**src/rtl/fix_add_pkg.sv**
```systemverilog
// rtl/fix_add_pkg.sv - shared types, defaults and helpers for the fix_add arbiter slice
// Contents: default widths, sign-magnitude operand/result types, response
// state encoding and a zero-magnitude test.
package fix_add_pkg;

  localparam int N_DEF    = 32;
  localparam int NREQ_DEF = 4;

  // {sign, N-bit magnitude} and {sign, N+1-bit magnitude} at default width
  typedef logic [N_DEF:0]   sm_operand_t;
  typedef logic [N_DEF+1:0] sm_result_t;

  typedef enum logic {
    ST_EMPTY = 1'b0,
    ST_FULL  = 1'b1
  } resp_state_t;

  // Callers zero-extend their magnitude to 64 bits, so this covers any N up to 63.
  function automatic logic sm_is_zero(input logic [63:0] mag);
    return mag == 64'd0;
  endfunction

endpackage

```
**src/rtl/fix_add.sv**
```systemverilog
// rtl/fix_add.sv - combinational sign-magnitude fixed-point adder
// Ports:
//   a, b : {sign, N-bit magnitude} operands
//   sum  : {sign, N+1-bit magnitude} exact result
module fix_add
  import fix_add_pkg::*;
#(
  parameter int N = N_DEF
) (
  input  logic [N:0]   a,
  input  logic [N:0]   b,
  output logic [N+1:0] sum
);

  logic [N:0] mag_a;
  logic [N:0] mag_b;
  logic [N:0] mag_s;
  logic       sign_s;

  always_comb begin
    mag_a = {1'b0, a[N-1:0]};
    mag_b = {1'b0, b[N-1:0]};
    mag_s = '0;
    sign_s = 1'b0;
    if (a[N] == b[N]) begin
      // Like signs keep the sign, so -0 + -0 comes out as -0.
      mag_s  = mag_a + mag_b;
      sign_s = a[N];
    end else if (mag_a >= mag_b) begin
      mag_s  = mag_a - mag_b;
      // Cancellation of unlike signs is always reported as +0.
      sign_s = sm_is_zero(64'(mag_s)) ? 1'b0 : a[N];
    end else begin
      mag_s  = mag_b - mag_a;
      sign_s = b[N];
    end
    sum = {sign_s, mag_s};
  end

endmodule

```
**src/rtl/rr_arb.sv**
```systemverilog
// rtl/rr_arb.sv - combinational round-robin arbiter
// Ports:
//   req : request vector
//   ptr : index with highest priority this cycle
//   en  : allow a grant to be issued
//   gnt : one-hot grant (zero when en=0 or no request)
//   idx : index of the winning request (0 when none)
//   any : at least one request present
module rr_arb #(
  parameter int NREQ = 4,
  parameter int IDW  = $clog2(NREQ)
) (
  input  logic [NREQ-1:0] req,
  input  logic [IDW-1:0]  ptr,
  input  logic            en,
  output logic [NREQ-1:0] gnt,
  output logic [IDW-1:0]  idx,
  output logic            any
);

  int j;

  always_comb begin
    gnt = '0;
    idx = '0;
    any = 1'b0;
    j   = 0;
    // Walk ptr, ptr+1, ... modulo NREQ; the first request seen wins.
    for (int k = 0; k < NREQ; k++) begin
      j = int'(ptr) + k;
      if (j >= NREQ) j = j - NREQ;
      if (!any && req[j]) begin
        any = 1'b1;
        idx = IDW'(j);
      end
    end
    if (en && any) gnt[idx] = 1'b1;
  end

endmodule

```
**src/rtl/fix_add_arb.sv**
```systemverilog
// rtl/fix_add_arb.sv - round-robin sharing of one fix_add between NREQ requesters
// Optional feature macro: FIX_ADD_ARB_SAT_EN (clamp magnitude to 2^N-1, flag resp_sat)
// Ports:
//   clk, rst_n            : clock, asynchronous active-low reset
//   req_valid/req_ready   : per-requester handshake
//   req_a/req_b           : flat operand arrays, requester i at [i*(N+1) +: N+1]
//   resp_valid/resp_ready : result handshake
//   resp_sum/resp_id      : registered result and owning requester
//   resp_sat              : result was clamped (0 without the feature)
//   txn_cnt               : completed responses, wrapping
module fix_add_arb
  import fix_add_pkg::*;
#(
  parameter int N    = N_DEF,
  parameter int NREQ = NREQ_DEF,
  parameter int IDW  = $clog2(NREQ),
  parameter int CNTW = 16
) (
  input  logic                 clk,
  input  logic                 rst_n,
  input  logic [NREQ-1:0]      req_valid,
  output logic [NREQ-1:0]      req_ready,
  input  logic [NREQ*(N+1)-1:0] req_a,
  input  logic [NREQ*(N+1)-1:0] req_b,
  output logic                 resp_valid,
  input  logic                 resp_ready,
  output logic [N+1:0]         resp_sum,
  output logic [IDW-1:0]       resp_id,
  output logic                 resp_sat,
  output logic [CNTW-1:0]      txn_cnt
);

  resp_state_t     state_q, state_d;
  logic [N+1:0]    sum_q, sum_d;
  logic [IDW-1:0]  id_q, id_d;
  logic            sat_q, sat_d;
  logic [CNTW-1:0] cnt_q, cnt_d;
  logic [IDW-1:0]  ptr_q, ptr_d;

  logic            can_accept;
  logic            arb_en;
  logic            win_any;
  logic [IDW-1:0]  win_idx;
  logic            accept;
  logic            drain;
  logic [N:0]      op_a;
  logic [N:0]      op_b;
  logic [N+1:0]    add_sum;
  logic [N+1:0]    res_sum;
  logic            res_sat;

  // Single output register: it may be refilled in the cycle it drains.
  // Gating with rst_n keeps requesters from seeing a grant during reset.
  assign can_accept = (state_q == ST_EMPTY) || resp_ready;
  assign arb_en     = can_accept && rst_n;
  assign accept     = win_any && arb_en;
  assign drain      = (state_q == ST_FULL) && resp_ready;

  rr_arb #(
    .NREQ (NREQ),
    .IDW  (IDW)
  ) u_arb (
    .req (req_valid),
    .ptr (ptr_q),
    .en  (arb_en),
    .gnt (req_ready),
    .idx (win_idx),
    .any (win_any)
  );

  assign op_a = req_a[win_idx*(N+1) +: N+1];
  assign op_b = req_b[win_idx*(N+1) +: N+1];

  fix_add #(
    .N (N)
  ) u_add (
    .a   (op_a),
    .b   (op_b),
    .sum (add_sum)
  );

  always_comb begin
    res_sum = add_sum;
    res_sat = 1'b0;
`ifdef FIX_ADD_ARB_SAT_EN
    if (add_sum[N]) begin
      res_sum = {add_sum[N+1], 1'b0, {N{1'b1}}};
      res_sat = 1'b1;
    end
`endif
  end

  always_comb begin
    state_d = state_q;
    sum_d   = sum_q;
    id_d    = id_q;
    sat_d   = sat_q;
    cnt_d   = cnt_q;
    ptr_d   = ptr_q;
    case (state_q)
      ST_EMPTY: if (accept) state_d = ST_FULL;
      ST_FULL:  if (!accept && resp_ready) state_d = ST_EMPTY;
      default:  state_d = ST_EMPTY;
    endcase
    if (accept) begin
      sum_d = res_sum;
      id_d  = win_idx;
      sat_d = res_sat;
      ptr_d = (win_idx == IDW'(NREQ - 1)) ? '0 : win_idx + 1'b1;
    end
    if (drain) cnt_d = cnt_q + 1'b1;
  end

  always_ff @(posedge clk or negedge rst_n) begin
    if (!rst_n) begin
      state_q <= ST_EMPTY;
      sum_q   <= '0;
      id_q    <= '0;
      sat_q   <= 1'b0;
      cnt_q   <= '0;
      ptr_q   <= '0;
    end else begin
      state_q <= state_d;
      sum_q   <= sum_d;
      id_q    <= id_d;
      sat_q   <= sat_d;
      cnt_q   <= cnt_d;
      ptr_q   <= ptr_d;
    end
  end

  assign resp_valid = (state_q == ST_FULL);
  assign resp_sum   = sum_q;
  assign resp_id    = id_q;
  assign resp_sat   = sat_q;
  assign txn_cnt    = cnt_q;

endmodule
```
**config.mk**
```make
export PLATFORM = sky130hd
export DESIGN_NAME = fix_add_arb
export DESIGN_NICKNAME = d
export VERILOG_FILES = /design/src/rtl/fix_add_pkg.sv /design/src/rtl/fix_add.sv /design/src/rtl/rr_arb.sv /design/src/rtl/fix_add_arb.sv
export SDC_FILE = /design/constraint.sdc
export NUM_CORES = 1
export LEC_CHECK = 0
export CAP_MARGIN = 10
export CORE_UTILIZATION = 49
export DETAILED_ROUTE_END_ITERATION = 6
export PLACE_DENSITY = 0.89
export SYNTH_ARGS = -nofsm -noshare
export SYNTH_HDL_FRONTEND = slang
export SYNTH_SLANG_ARGS = --single-unit
```
**constraint.sdc**
```tcl
create_clock -name clk -period 6 [get_ports clk]
set_clock_uncertainty 0.05 [all_clocks]
set_input_delay 1.2 -clock clk [delete_from_list [all_inputs] [get_ports clk]]
set_output_delay 1.2 -clock clk [all_outputs]
set_load 0.01 [all_outputs]
```
Word-level counts from Yosys, hierarchy flattened
Cells that the tools add are included.

operators by class
  order comparisons = 11
  bitwise gates (word level) = 1
  eq/ne operators = 2
  shift operators = 2
  reductions and logical operators = 14
  $mul = 1
  add/subtract/negate cells = 12
  multiplexer cells = 36

operators with widths
  kind                                                                                  number
  132-bit by 9-bit indexed part select with 33-bit output                               2
  32-bit by 4-bit < comparator with 1-bit output, second input constant                 4
  32-bit 2-to-1 mux                                                                     4
  32-bit by 4-bit greater-or-equal comparator with 1-bit output, second input constant  3
  32-bit by 4-bit subtractor with 32-bit output, second input constant                  3
  33-bit 2-to-1 mux                                                                     2
  32-bit by 32-bit subtractor with 33-bit output                                        2
  32-bit by 32-bit adder with 33-bit output                                             1
  33-bit logical NOT                                                                    1
  32-bit greater-or-equal comparator                                                    1
  1-bit 2-to-1 mux                                                                      18
  16-bit by 1-bit adder with 16-bit output, second input constant                       1
  2-bit 2-to-1 mux                                                                      5
  1-bit binary-select mux with 2-bit select                                             4
  1-bit logical AND                                                                     8
  2-bit by 6-bit multiplier with 8-bit output, second input constant                    1
  2-bit by 2-bit adder with 3-bit output, second input constant                         2
  1-bit logical NOT                                                                     4
  4-bit 2-to-1 mux                                                                      1
  2-bit by 3-bit subtractor with 4-bit output, second input constant                    1
  2-bit by 1-bit adder with 3-bit output, second input constant                         1
  2-bit by 3-bit greater-or-equal comparator with 1-bit output, second input constant   1
  2-bit by 3-bit < comparator with 1-bit output, second input constant                  1
  2-bit by 1-bit adder with 2-bit output, second input constant                         1
  7 further kinds                                                                       7

word-level totals
  output and inout bits = 58
  logic and storage cells = 84
  input bits = 271
  register bits = 55

Depth between registers and ports, before layout
  depth after elaboration = 22
  depth in mapped cells = 23
  gate-level depth less buffers = 19

Hierarchy
From an unflattened synthesis, not the netlist that was laid out.

second synthesis, totals
  cells, all modules = 1138
  area, all modules = 9848.2 um2

by module, submodules not included
  module       cells each  sequential area each (um2)  area each (um2)  times used
  fix_add      891         0.0                         5943.2           1
  fix_add_arb  227         1376.3                      3769.9           1
  rr_arb       20          0.0                         135.1            1

Least setup slack after synthesis
Ideal clock, no wire load.

  kind = input port to flip-flop
  start = input req_valid[3]
  end = register sum_q[24], in the netlist resp_sum[24]
  data arrival time = 5507 ps
  buffers on the path = 5
  data required time = 5818 ps
  stages on the path = 19
  path slack = 311 ps
  setup time = 132 ps
  path through = a21boi_0 a221oi_1 buf_2 buf_1 clkbuf_1 mux2i_1 ha_1 buf_4 inv_4 a221oi_4 a21oi_2 o311ai_4 a311oi_4 nor3_4 buf_6 mux2_2 a21oi_1 mux2i_1 nand4_1

between the ends
  word-level cells in the longest chain between the ends = 18
  elaborated cells on any way between the ends = 37
  classes of those cells = add/sub: 3; mul: 1; order compare: 1; eq/ne: 1; shift: 2; mux: 22; reduce/logical: 7

ends and longest elaborated chain
  what                                                                          line                                  source
  start, declared                                                               fix_add_arb.sv:21                     input logic [NREQ-1:0] req_valid,
  1-bit binary-select mux with 2-bit select                                     rr_arb.sv:32                          if (!any && req[j]) begin
  1-bit 2-to-1 mux (not written as such) (2 in a row)                           rr_arb.sv:32
  1-bit 2-to-1 mux                                                              rr_arb.sv:32
  1-bit logical NOT                                                             rr_arb.sv:32
  1-bit logical AND                                                             rr_arb.sv:32
  1-bit 2-to-1 mux                                                              rr_arb.sv:32
  1-bit logical NOT                                                             rr_arb.sv:32
  1-bit logical AND                                                             rr_arb.sv:32
  1-bit 2-to-1 mux                                                              rr_arb.sv:32
  1-bit logical NOT                                                             rr_arb.sv:32
  1-bit logical AND                                                             rr_arb.sv:32
  2-bit 2-to-1 mux                                                              rr_arb.sv:32
  2-bit by 6-bit multiplier with 8-bit output                                   fix_add_arb.sv:71, fix_add_arb.sv:72
  132-bit by 9-bit indexed part select with 33-bit output (on tied branches)    fix_add_arb.sv:72, fix_add_arb.sv:71
  32-bit by 32-bit subtractor with 33-bit output, or another cell as far along  fix_add.sv:34                         mag_s = mag_b - mag_a;
  33-bit 2-to-1 mux                                                             fix_add.sv:29                         end else if (mag_a >= mag_b) begin
  33-bit 2-to-1 mux                                                             fix_add.sv:25                         if (a[N] == b[N]) begin
  end signal, assigned                                                          fix_add_arb.sv:124                    sum_q <= sum_d;
  end, declared                                                                 fix_add_arb.sv:34                     logic [N+1:0] sum_q, sum_d;

Several ways; a longest one is shown, not always the timed one. The select of a mux whose other input is x is not followed.
A chain may end at the register's enable or synchronous reset.

Worst setup path after layout
  start = input req_valid[0]
  end = register sum_q[28], in the netlist resp_sum[28]

The elaborated chain is that of the path after synthesis.

==> results.sh <==
export IMPL_syn_instance_count=1328
export IMPL_ys_top_cells_by_count="218 x mux2i_1, 110 x a21oi_1, 105 x inv_1, 101 x ha_1, 86 x nand2_1"
export IMPL_worstSkewPairLatency_ps=300
export IMPL_grt_max_degree=71
export IMPL_fp_dieW_um=147.0
export IMPL_route_detailed_drc=0
export IMPL_clockPowerShare_pct=2.9
export IMPL_clock_sinks=55
export IMPL_slowest_delay_ps=520
export IMPL_critPathTopFamily="compound AO/OA/AOI/OAI gates"
export IMPL_power_total_uw=10750
export IMPL_ctsHoldBuffers=0
export IMPL_yosysUniqueCellTypes=80
export IMPL_synth_xor_area_share_pct=4.592
export IMPL_crit_arrival_ps=5890
export IMPL_swShare_pct=52.93
export IMPL_maxCapViolations=0
export IMPL_end_kind="flip-flop"
export IMPL_synth_most_common_cell="mux2i_1"
export IMPL_max_slew_margin_pct=49.75
export IMPL_rows=52
export IMPL_min_period_ps=5787
export IMPL_wl_per_cell_um=21.08
export IMPL_cts_clk_slew_worst_paths_ps=80
export IMPL_start_util_pct=50.42
export IMPL_p_leak_uw=0.007324
export IMPL_grt_overflow_total=0
export IMPL_layout_drive_gt1_share_pct=17.12
export IMPL_slew_violations=0
export IMPL_timing_fmax_mhz=172.8
export IMPL_dr_pass1_iters=6
export IMPL_yosysWarningCount=0
export IMPL_synth_adder_area_share_pct=12.85
export IMPL_synth_top_family_by_area="compound AO/OA/AOI/OAI gates"
export IMPL_core_mm2=0.02043
export IMPL_synth_edf_count=0
export IMPL_synth_compound_area_share_pct=23.43
export IMPL_critPathRequiredTime_ps=6100
export IMPL_cts_max_path_buffers=2
export IMPL_cp_cell_sequence="clkdlybuf4s50_1 -> nor2_4 -> o22a_2 -> buf_4 -> mux2i_1 -> mux2i_2 -> ha_1 -> buf_4 -> buf_4 -> o211ai_1 -> a21oi_1 -> o41ai_1 -> buf_4 -> o311ai_0 -> o21a_1 -> a311o_1 -> a311oi_1 -> a31oi_1 -> xnor2_1 -> o21ai_1"
export IMPL_ys_seq_area_share_pct=13.36
export IMPL_crit_type="input pin to flip-flop"
export IMPL_cts_tree="yes"
export IMPL_synth_avg_cell_area_um2=7.756
export IMPL_area_delta_synth_final_pct=53.43
export IMPL_dpl_hpwl_um=37240
export IMPL_synth_async_sr_flop_share_pct=100.0
export IMPL_critPathBufInv=5
export IMPL_grt_usage_pct=39.83
export IMPL_synth_top_area_share_pct=21.19
export IMPL_hold_viol_final=0
export IMPL_cts_buffers=5
export IMPL_grt_setup_unrepaired="no"
export IMPL_synth_top_cell_by_area="mux2i_1"
export IMPL_htree_levels=2
export IMPL_hp_class="flip-flop to flip-flop"
export IMPL_clockRootBuffer="clkbuf_16"
export IMPL_critPathLaunchType="input pin"
export IMPL_yosys_area_share_simple_pct=15.72
export IMPL_crit_path_max_fanout=6
export IMPL_nNetsFinal=2208
export IMPL_vias=12694
export IMPL_viasPerCell=6.033
export IMPL_hold_ws_ps=432.0
export IMPL_numPortBuffers=327
export IMPL_place_congestion=1.038
export IMPL_crit_path_top_delay_cell="clkdlybuf4s50_1"
export IMPL_ant_nets=0
export IMPL_synthMuxAreaShare_pct=22.61
export IMPL_n_antenna_cell=0
export IMPL_fill_cells=1518
export IMPL_drt_iter0_drc=1130
export IMPL_seqPwrFrac_pct=5.9
export IMPL_antenna_found_initial=0
export IMPL_power_density_mw_per_mm2=680.0
export IMPL_finalCritPeriodShare_pct=96.45
export IMPL_syn_cell_area_mm2=0.01030
export IMPL_synth_area_top_cells="mux2i_1 21%, dfrtp_1 13%, ha_1 12%, a21oi_1 5.3%, xnor2_1 4.0%"
export IMPL_cp_common_cell="buf_4"
export IMPL_switchingPower_uw=5688
export IMPL_irDropWorstVdd_mv=0.4256
export IMPL_die_area_mm2=0.02160
export IMPL_status="complete, no violations"
export IMPL_synth_seq_cells=55
export IMPL_grt_pass1_wl_um=67730
export IMPL_finalSetupViolCount=0
export IMPL_p_int_uw=5059
export IMPL_worst_slew_pin_slew_ps=753.8
export IMPL_syn_nets=1703
export IMPL_p_comb_share_pct=91.2
export IMPL_io_pins=329
export IMPL_die_h_um=147.0
export IMPL_drt_total_wl_um=44350
export IMPL_grt_pass1_vias=12666
export IMPL_synth_ff_type="dfrtp_1"
-- final timing paths --
path | startpoint | end | slack (ps) | cells past startpoint
min in group asynchronous | rst_n | txn_cnt[3]$_DFFE_PN0P_ | 1070 | 2
worst min-delay path | resp_sum[29]$_DFFE_PN0P_ | resp_sum[29]$_DFFE_PN0P_ | 430 | 2
worst max register to register | ptr_q[1]$_DFFE_PN0P_ | resp_sum[33]$_DFFE_PN0P_ | 870 | 18
worst max-delay path | req_valid[0] | resp_sum[28]$_DFFE_PN0P_ | 210 | 20
max in group asynchronous | rst_n | resp_sum[29]$_DFFE_PN0P_ | 4340 | 2
worst min register to register | resp_sum[29]$_DFFE_PN0P_ | resp_sum[29]$_DFFE_PN0P_ | 430 | 2
-- registers in the layout, summed over array words and instances, names as in the netlist --
name        flops
ptr_q           2
resp_id         2
resp_sum       34
resp_valid      1
txn_cnt        16
-- worst reg2reg max path: stages (launching register included) --
cell	delay, ps
dfrtp_1	440
nand2b_1	220
a21boi_0	180
a221oi_4	470
buf_12	260
mux2i_1	340
ha_1	370
buf_4	190
nor3_1	300
nand2_1	180
buf_4	180
a211o_1	320
a221o_1	320
a22oi_1	140
nand4_1	160
nor4b_2	260
nand4_1	220
nor4b_2	310
a31oi_1	110
-- what timing repair did --
| item | CTS | global route |
|---|---|---|
| setup buffers | 0 | 1 |
| setup endpoints to repair | 0 | 24 |
| gates resized for setup | 0 | 29 |
-- layout by cell type, fill, tap and decap left out, drive strengths merged, types with 47 or more instances in the layout --
cell type	count
clkdlybuf4s50	323
mux2i	218
a21oi	111
o21ai	83
nand2	86
inv	108
buf	247
dfrtp	55
xnor2	47
ha	101
nor2	83
-- area by class of cell --
type                       instances  area [um2]  area share [%]
inverter                         109       411.6           2.605
sequential                        55        1376           8.709
clock buffer                       5       125.1          0.7918
timing repair buffer             574        5223           33.05
tap                              270       337.8           2.138
clock inverter                     3       22.52          0.1425
multi-input combinational       1088        8307           52.57
-- power by group through the flow --
stage / Combinational [uW] / Sequential [uW] / Clock [uW]
finish: 9800 / 635 / 315
global placement: 9220 / 630 / 0
CTS: 9400 / 632 / 315
global route: 10400 / 650 / 328
floorplan: 5150 / 671 / 0
detailed placement: 9360 / 640 / 0
-- stage by stage --
stage	setup slack (ps)	cell area (um2)	std cells	util, %	setup TNS (ps)
floorplan	310.7	10300	1328	-	0
global placement	-209.9	15510	2093	75.90	-459.2
detailed placement	-286.8	15510	2093	75.90	-2823
CTS	23.02	15650	2101	76.62	0
global route	51.02	15800	2104	77.35	0
finish	213.0	15800	2104	77.35	0
-- cell families after synthesis --
family	after synthesis
adder cells (fa/ha/maj)	104
flip-flops	55
AND/OR/NAND/NOR	330
buffers and inverters	186
AO/OA/AOI/OAI	367
multiplexers	231
other	1
XOR/XNOR	54
-- layer usage --
layer	vias to the layer above	wire (um)	global-route usage (%)	share of wire, %
met1	5972	17500	50.31	39
met3	110	3816	4.379	8.6
met5	-	0	0	0
li1	5822	-	-	-
met4	0	1708	15.36	3.9
met2	790	21320	69.36	48
No activity file was read; power rests on OpenSTA's default activity.
